==> src/rtl/twiddle_mult_radix2_2.sv <==
// Twiddle-multiply stage between the two butterfly pairs of a 16-point
// radix-2^2 SDF FFT: generates ROM address, multiplies by W_16^k in Q15.
module twiddle_mult_radix2_2 #(
  parameter int WIDTH = 16
) (
  input  logic                    clk,
  input  logic                    rst_n,
  input  logic                    in_valid,
  input  logic                    in_sop,
  input  logic signed [WIDTH-1:0] in_real,
  input  logic signed [WIDTH-1:0] in_imag,
  output logic [3:0]              tw_addr,
  input  logic signed [WIDTH-1:0] tw_real,
  input  logic signed [WIDTH-1:0] tw_imag,
  output logic                    out_valid,
  output logic                    out_sop,
  output logic signed [WIDTH-1:0] out_real,
  output logic signed [WIDTH-1:0] out_imag,
  output logic                    out_ovf
);

  localparam int PW = 2 * WIDTH;

  localparam logic signed [PW:0] RND =
    {{(WIDTH+2){1'b0}}, 1'b1, {(WIDTH-2){1'b0}}};
  localparam logic signed [PW:0] MAXV =
    {{(WIDTH+2){1'b0}}, {(WIDTH-1){1'b1}}};
  localparam logic signed [PW:0] MINV =
    {{(WIDTH+2){1'b1}}, {(WIDTH-1){1'b0}}};
  localparam logic signed [WIDTH-1:0] MAXQ =
    {1'b0, {(WIDTH-1){1'b1}}};
  localparam logic signed [WIDTH-1:0] MINQ =
    {1'b1, {(WIDTH-1){1'b0}}};

  logic [3:0] r_idx;
  logic [3:0] w_cur;
  logic [1:0] w_g;
  logic [1:0] w_m;
  logic [1:0] w_br;
  logic [3:0] w_k;
  logic       w_acc;

  logic signed [WIDTH-1:0] r1_a, r1_b, r1_c, r1_d;
  logic                    r1_v, r1_sop, r1_byp;

  logic signed [PW-1:0]    r2_ac, r2_bd, r2_ad, r2_bc;
  logic signed [WIDTH-1:0] r2_a, r2_b;
  logic                    r2_v, r2_sop, r2_byp;

  logic signed [PW:0]      w_re, w_im;
  logic signed [PW:0]      w_re_rd, w_im_rd;
  logic signed [WIDTH-1:0] w_re_sat, w_im_sat;
  logic                    w_re_ovf, w_im_ovf;

  assign w_acc = in_valid && in_sop;

  // Index of the current sample and its twiddle exponent k = m * br(g)
  always_comb begin
    w_cur = w_acc ? 4'd0 : r_idx;
    w_g   = w_cur[3:2];
    w_m   = w_cur[1:0];
    w_br  = {w_g[0], w_g[1]};
    w_k   = {2'b00, w_m} * {2'b00, w_br};
  end

  assign tw_addr = in_valid ? w_k : 4'd0;

  // Sample index counter: sop restarts at 1, plain valid increments
  always_ff @(posedge clk) begin
    if (!rst_n) begin
      r_idx <= 4'd0;
    end else if (in_valid) begin
      r_idx <= w_acc ? 4'd1 : r_idx + 4'd1;
    end
  end

  // S1: capture operands, twiddle and sideband
  always_ff @(posedge clk) begin
    if (!rst_n) begin
      r1_a   <= '0;
      r1_b   <= '0;
      r1_c   <= '0;
      r1_d   <= '0;
      r1_v   <= 1'b0;
      r1_sop <= 1'b0;
      r1_byp <= 1'b0;
    end else begin
      r1_a   <= in_real;
      r1_b   <= in_imag;
      r1_c   <= tw_real;
      r1_d   <= tw_imag;
      r1_v   <= in_valid;
      r1_sop <= w_acc;
      r1_byp <= (tw_addr == 4'd0);
    end
  end

  // S2: the four partial products
  always_ff @(posedge clk) begin
    if (!rst_n) begin
      r2_ac  <= '0;
      r2_bd  <= '0;
      r2_ad  <= '0;
      r2_bc  <= '0;
      r2_a   <= '0;
      r2_b   <= '0;
      r2_v   <= 1'b0;
      r2_sop <= 1'b0;
      r2_byp <= 1'b0;
    end else begin
      r2_ac  <= PW'(r1_a) * PW'(r1_c);
      r2_bd  <= PW'(r1_b) * PW'(r1_d);
      r2_ad  <= PW'(r1_a) * PW'(r1_d);
      r2_bc  <= PW'(r1_b) * PW'(r1_c);
      r2_a   <= r1_a;
      r2_b   <= r1_b;
      r2_v   <= r1_v;
      r2_sop <= r1_sop;
      r2_byp <= r1_byp;
    end
  end

  // Complex sum, round half up, saturate to Q15
  always_comb begin
    w_re    = (PW+1)'(r2_ac) - (PW+1)'(r2_bd);
    w_im    = (PW+1)'(r2_ad) + (PW+1)'(r2_bc);
    w_re_rd = (w_re + RND) >>> (WIDTH - 1);
    w_im_rd = (w_im + RND) >>> (WIDTH - 1);
    w_re_ovf = (w_re_rd > MAXV) || (w_re_rd < MINV);
    w_im_ovf = (w_im_rd > MAXV) || (w_im_rd < MINV);
    if (w_re_rd > MAXV)      w_re_sat = MAXQ;
    else if (w_re_rd < MINV) w_re_sat = MINQ;
    else                     w_re_sat = w_re_rd[WIDTH-1:0];
    if (w_im_rd > MAXV)      w_im_sat = MAXQ;
    else if (w_im_rd < MINV) w_im_sat = MINQ;
    else                     w_im_sat = w_im_rd[WIDTH-1:0];
  end

  // S3: output registers, k = 0 passes the sample through untouched
  always_ff @(posedge clk) begin
    if (!rst_n) begin
      out_valid <= 1'b0;
      out_sop   <= 1'b0;
      out_real  <= '0;
      out_imag  <= '0;
      out_ovf   <= 1'b0;
    end else begin
      out_valid <= r2_v;
      out_sop   <= r2_sop;
      out_real  <= r2_byp ? r2_a : w_re_sat;
      out_imag  <= r2_byp ? r2_b : w_im_sat;
      out_ovf   <= r2_v && !r2_byp && (w_re_ovf || w_im_ovf);
    end
  end

endmodule
==> config.mk <==
export PLATFORM = sky130hd
export DESIGN_NAME = twiddle_mult_radix2_2
export DESIGN_NICKNAME = d
export VERILOG_FILES = /design/src/rtl/twiddle_mult_radix2_2.sv
export SDC_FILE = /design/constraint.sdc
export NUM_CORES = 2
export LEC_CHECK = 0
export CORE_AREA = 2 2 412 414
export DETAILED_ROUTE_END_ITERATION = 16
export DIE_AREA = 0 0 414 416
export GPL_ROUTABILITY_DRIVEN = 1
export PLACE_DENSITY = 0.49
export SLEW_MARGIN = 10
export SYNTH_ARGS = -nofsm -noshare
export SYNTH_HDL_FRONTEND = slang
export SYNTH_SLANG_ARGS = --single-unit
export TNS_END_PERCENT = 20
==> constraint.sdc <==
create_clock -name clk -period 8.5 [get_ports clk]
set_clock_uncertainty 0.05 [all_clocks]
set_input_delay 1.7 -clock clk [delete_from_list [all_inputs] [get_ports clk]]
set_output_delay 1.7 -clock clk [all_outputs]
set_load 0.02 [all_outputs]
### After elaboration in Yosys (flattened, before gate mapping)

Index checks and enable logic that the tools add are counted.

| operators by class | value |
|---|---|
| $add $sub $neg | 5 |
| $mul | 5 |
| $lt $le $gt $ge | 4 |
| muxes and demuxes | 9 |
| reductions and logical operators | 8 |

Operators with widths:

| cell | count |
|---|---|
| $mul A16 B16 Y32 | 4 |
| $mux W16 | 6 |
| $add A33 B16 Y33 const B | 2 |
| $gt A18 B16 Y1 const B | 2 |
| $lt A18 B16 Y1 const B | 2 |
| $add A32 B32 Y33 | 1 |
| $sub A32 B32 Y33 | 1 |
| $mux W4 | 3 |
| $add A4 B1 Y4 const B | 1 |
| $logic_not A4 Y1 | 1 |
| $mul A2 B2 Y4 | 1 |
| $logic_and A1 B1 Y1 | 3 |
| $logic_or A1 B1 Y1 | 3 |
| $logic_not A1 Y1 | 1 |

| storage, ports and cells | value |
|---|---|
| bits in registers | 269 |
| input port bits | 68 |
| output and inout bits | 39 |
| word-level logic and storage cells | 53 |

### Longest topological paths before layout

| logic depth | value |
|---|---|
| depth in word-level cells | 6 |
| depth in mapped cells | 25 |
| gate-level depth less buffers | 23 |

### Least setup slack after synthesis

No wires, ideal clock.

| timing path | value |
|---|---|
| kind | register -> register |
| start point | register r1_b[7] |
| end point | register r2_bd[31] |
| setup time | 0.071 ns |
| data arrival time | 6.243 ns |
| required time | 8.379 ns |
| path slack | 2.137 ns |
| cell stages (with the launch flop) | 26 |
| path buffers | 2 |
| clock period less this slack | 6.363 ns |
| cell sequence | dfxtp_1 > clkbuf_1 > nand2_1 > fa_1 > inv_1 > fa_1 > inv_1 > fa_1 > inv_1 > fa_1 > fa_1 > inv_1 > fa_1 > inv_1 > ha_1 > clkbuf_1 > a21o_1 > a21oi_1 > o221a_2 > o31ai_1 > a31oi_1 > o311ai_1 > a211oi_1 > a21oi_1 > or3_1 > a21oi_1 |

| on the way | value |
|---|---|
| longest elaborated chain between the ends | 1 |

RTL lines:

| element | line | RTL |
|---|---|---|
| start: declaration | 43 | `logic signed [WIDTH-1:0] r1_a, r1_b, r1_c, r1_d;` |
| start signal: assignment | 89 | `r1_b <= in_imag;` |
| $mul A16 B16 Y32 | 112 | `r2_bd <= PW'(r1_b) * PW'(r1_d);` |
| end signal: assignment | 112 |  |
| end: declaration | 46 | `logic signed [PW-1:0] r2_ac, r2_bd, r2_ad, r2_bc;` |

Every way passes these cells.
A chain may end at the register's enable or synchronous reset.

### Worst setup path in the final report

| timing path | value |
|---|---|
| start point | register r1_d[2] |
| end point | register r2_ad[31] |

| on the way | value |
|---|---|
| longest elaborated chain between the ends | 1 |

RTL lines:

| element | line | RTL |
|---|---|---|
| start: declaration | 43 |  |
| start signal: assignment | 91 | `r1_d <= tw_imag;` |
| $mul A16 B16 Y32 | 113 | `r2_ad <= PW'(r1_a) * PW'(r1_d);` |
| end signal: assignment | 113 |  |
| end: declaration | 46 |  |

Every way passes these cells.

==> impl_metrics.tcl <==
set metrics [dict create \
    crit_arrival_ns 8.02 \
    initial_core_util 0.297 \
    portBuffers 106 \
    die_h_um 416 \
    globalplace.congestion 0.859 \
    critPathMaxFanout 19 \
    synthFlopType "dfxtp_1" \
    cts_sinks 269 \
    coreArea_mm2 0.168 \
    drt_pass1_iterations 5 \
    max_slew_margin 0.150 \
    cp-end-kind "flip-flop" \
    clkTransAtPathRegs_ns 0.06 \
    status "finished, final reports clean" \
    synth_compound_area_frac 0.0633 \
    period_needed_ns 7.55 \
    start_kind "flip-flop" \
    die_area_mm2 0.172 \
    die_x_um 414 \
    clk_path_buf_depth 3 \
    yosysTopAreaCellShare 0.420 \
    grt_pass1_wl_mm 218 \
    yosysMostFrequentCell "inv_1" \
    vias 35000 \
    synth_xor_area_frac 0.0268 \
    io_pins 107 \
    synth_top_family_by_area "adder cells" \
    layout.area.seq_mm2 0.00539 \
    hold_viol 0 \
    wl_mm 135 \
    synth_edf_count 0 \
    track_usage 0.163 \
    syn_area_per_cell_um2 9.22 \
    hold_buffers 0 \
    path_class "reg -> reg" \
    finalCritPeriodShare 0.889 \
    async_flop_share 0 \
    ys_seq_area_frac 0.108 \
    drive_gt1_frac 0.0377 \
    slew_viol_final 0 \
    synth.distinct_cells 82 \
    ys_seq_elements 269 \
    drt_iter0_markers 1765 \
    synthTopCellsByCount "inv_1, fa_1, and2_1" \
    synthSimpleGateAreaFrac 0.159 \
    setup_viol 0 \
    synth.area.top_cells "fa_1, ha_1, dfxtp_1" \
    synth_top_cell_by_area "fa_1" \
    pre_cts_slack_ns 1.09 \
    post_drt_wl_per_cell_um 17.6 \
    dp_hpwl_mm 110 \
    setup_slack_ns 0.947 \
    cts-htree-levels 2 \
    synth_fp_nets 6991 \
    grt_pass1_vias 37800 \
    rows 151 \
    nets 6995 \
    dpl_cell_area_mm2 0.0537 \
    synthToLayoutAreaGrowth_pct 10.2 \
    grt-busiest-layer "met2" \
    clkLatencyLatePin_ns 0.65 \
    root_buffer "clkbuf_16" \
    tns_ns 0 \
    antenna_found_initial 10 \
    globalRouteMet1Util 0.225 \
    drc 0 \
    cellLeakagePower_nw 27.7 \
    vdd_ir_drop_max_mv 0.158 \
    grt_setup_unrepaired "no" \
    use_met2 0.263 \
    synth-adder-area-share 0.533 \
    yosysWarnings 0 \
    postCtsSetupRepairBufs 0 \
    power_density_mw_per_mm2 198 \
    crit_required_ns 8.96 \
    hold_class "reg -> reg" \
    synth_mux_area_frac 0.00103 \
    netlist_instances 5422 \
    num-fill-cells 17600 \
    max-cap-violations 0 \
    timing.fmax_mhz 132 \
    layout.cell_area.non_filler_mm2 0.0551 \
    ctsResizeCount 0 \
    multi_input_comb_area_mm2 0.0392 \
    syn_area_mm2 0.0500 \
    cts_tree "built" \
    grt_max_degree 76 \
    viasPerCell 4.55 \
    grt_use_met3 0.0240 \
    worst_pin_slew_ns 1.27 \
    cts_inserted_buffers 41 \
    grt-ovfl-total 0 \
    antenna_left 0 \
]
==> report_power, final <==
part | internal [mW] | switching [mW]
registers | 1.56 | 0.171
logic | 3.07 | 4.26
clock network | 1.06 | 0.769
total | 5.69 | 5.20
==> layer usage <==
metal  share of wire  up-vias
li1                -    16200
met1            0.46    17900
met2            0.46      691
met3           0.051      141
met4           0.037        2
met5         0.00014        -
==> logic make-up after synthesis <==
logic type                 Yosys count
and+or+nand+nor                   1567
buffers and inverters             1445
DFF                                269
AOI/OAI and AO/OA                  482
muxes                                5
xor gates and xnor gates           153
adders and majority gates         1501
==> flip-flops by register name, summed over array words and instances (netlist names), 4 cells and up <==
| name | count |
|---|---|
| r2_bd | 32 |
| r2_b | 16 |
| r1_d | 16 |
| out_imag | 16 |
| r2_ad | 32 |
| r2_ac | 32 |
| r1_a | 16 |
| r1_c | 16 |
| r2_a | 16 |
| r_idx | 4 |
| r2_bc | 32 |
| out_real | 16 |
| r1_b | 16 |
==> cell usage in the layout, fill, tap and decap left out, types with 17 or more instances in the layout <==
cell type / Yosys / routed
a211oi_1: 18 / 18
clkdlybuf4s50_1: 0 / 105
a21oi_1: 122 / 122
a31oi_1: 18 / 18
clkbuf_16: 0 / 41
fa_1: 1048 / 1048
o21a_1: 21 / 21
and2_1: 616 / 616
nand3_1: 25 / 25
a21o_1: 69 / 69
dfxtp_1: 269 / 267
inv_1: 1204 / 1203
ha_1: 453 / 453
o21ai_0: 111 / 111
and3_1: 29 / 29
nand2_1: 528 / 528
buf_4: 2 / 90
xor2_1: 50 / 50
nor3_1: 36 / 36
nor2_1: 213 / 213
nand2b_1: 33 / 33
xnor2_1: 103 / 103
nor2b_1: 17 / 17
==> stage by stage <==
step	hold WS, ns	std cells	utilization	total power, mW
2_1_floorplan	0.362	5422	-	7.28
3_3_place_gp	0.367	7601	0.319	9.07
3_5_place_dp	0.369	7601	0.319	9.11
4_1_cts	0.382	7677	0.328	11.0
5_1_grt	0.396	7679	0.328	12.1
6_report	0.382	7683	0.328	10.9
==> final cells by class <==
cell class,instances,share of cell area
multi-input cells,3708,0.711
flip-flops and latches,269,0.0978
inverters,1206,0.0822
well taps,2218,0.0504
repair buffers,200,0.0330
clock buffers,52,0.0206
clock inverters,24,0.00518
diodes,6,0.000272
==> critical path, cell delays in order, from the launching register on <==
cell and delay [ns]:
dfxtp_1 0.64, buf_4 0.35, nand2_1 0.13, inv_1 0.11, fa_1 0.59, fa_1 0.92, fa_1 0.53, fa_1 0.51
fa_1 0.49, inv_1 0.05, fa_1 0.47, inv_1 0.04, ha_1 0.39, nand2_1 0.10, nor3_1 0.66, a31oi_1 0.41
a211oi_1 0.47, o21ai_0 0.22, mux2i_1 0.19, nand4_1 0.09
==> path summary, 6_finish.rpt <==
path	slack, ns	cells after the start	end	from
hold / removal	0.38	1	r2_byp$_SDFF_PN0_	r1_byp$_SDFF_PN0_
setup / recovery	0.95	19	r2_ad[31]$_SDFF_PN0_	r1_d[2]$_SDFF_PN0_
setup reg to reg	0.95	19	r2_ad[31]$_SDFF_PN0_	r1_d[2]$_SDFF_PN0_
hold reg to reg	0.38	1	r2_byp$_SDFF_PN0_	r1_byp$_SDFF_PN0_
(Power assumes the default switching activity.)
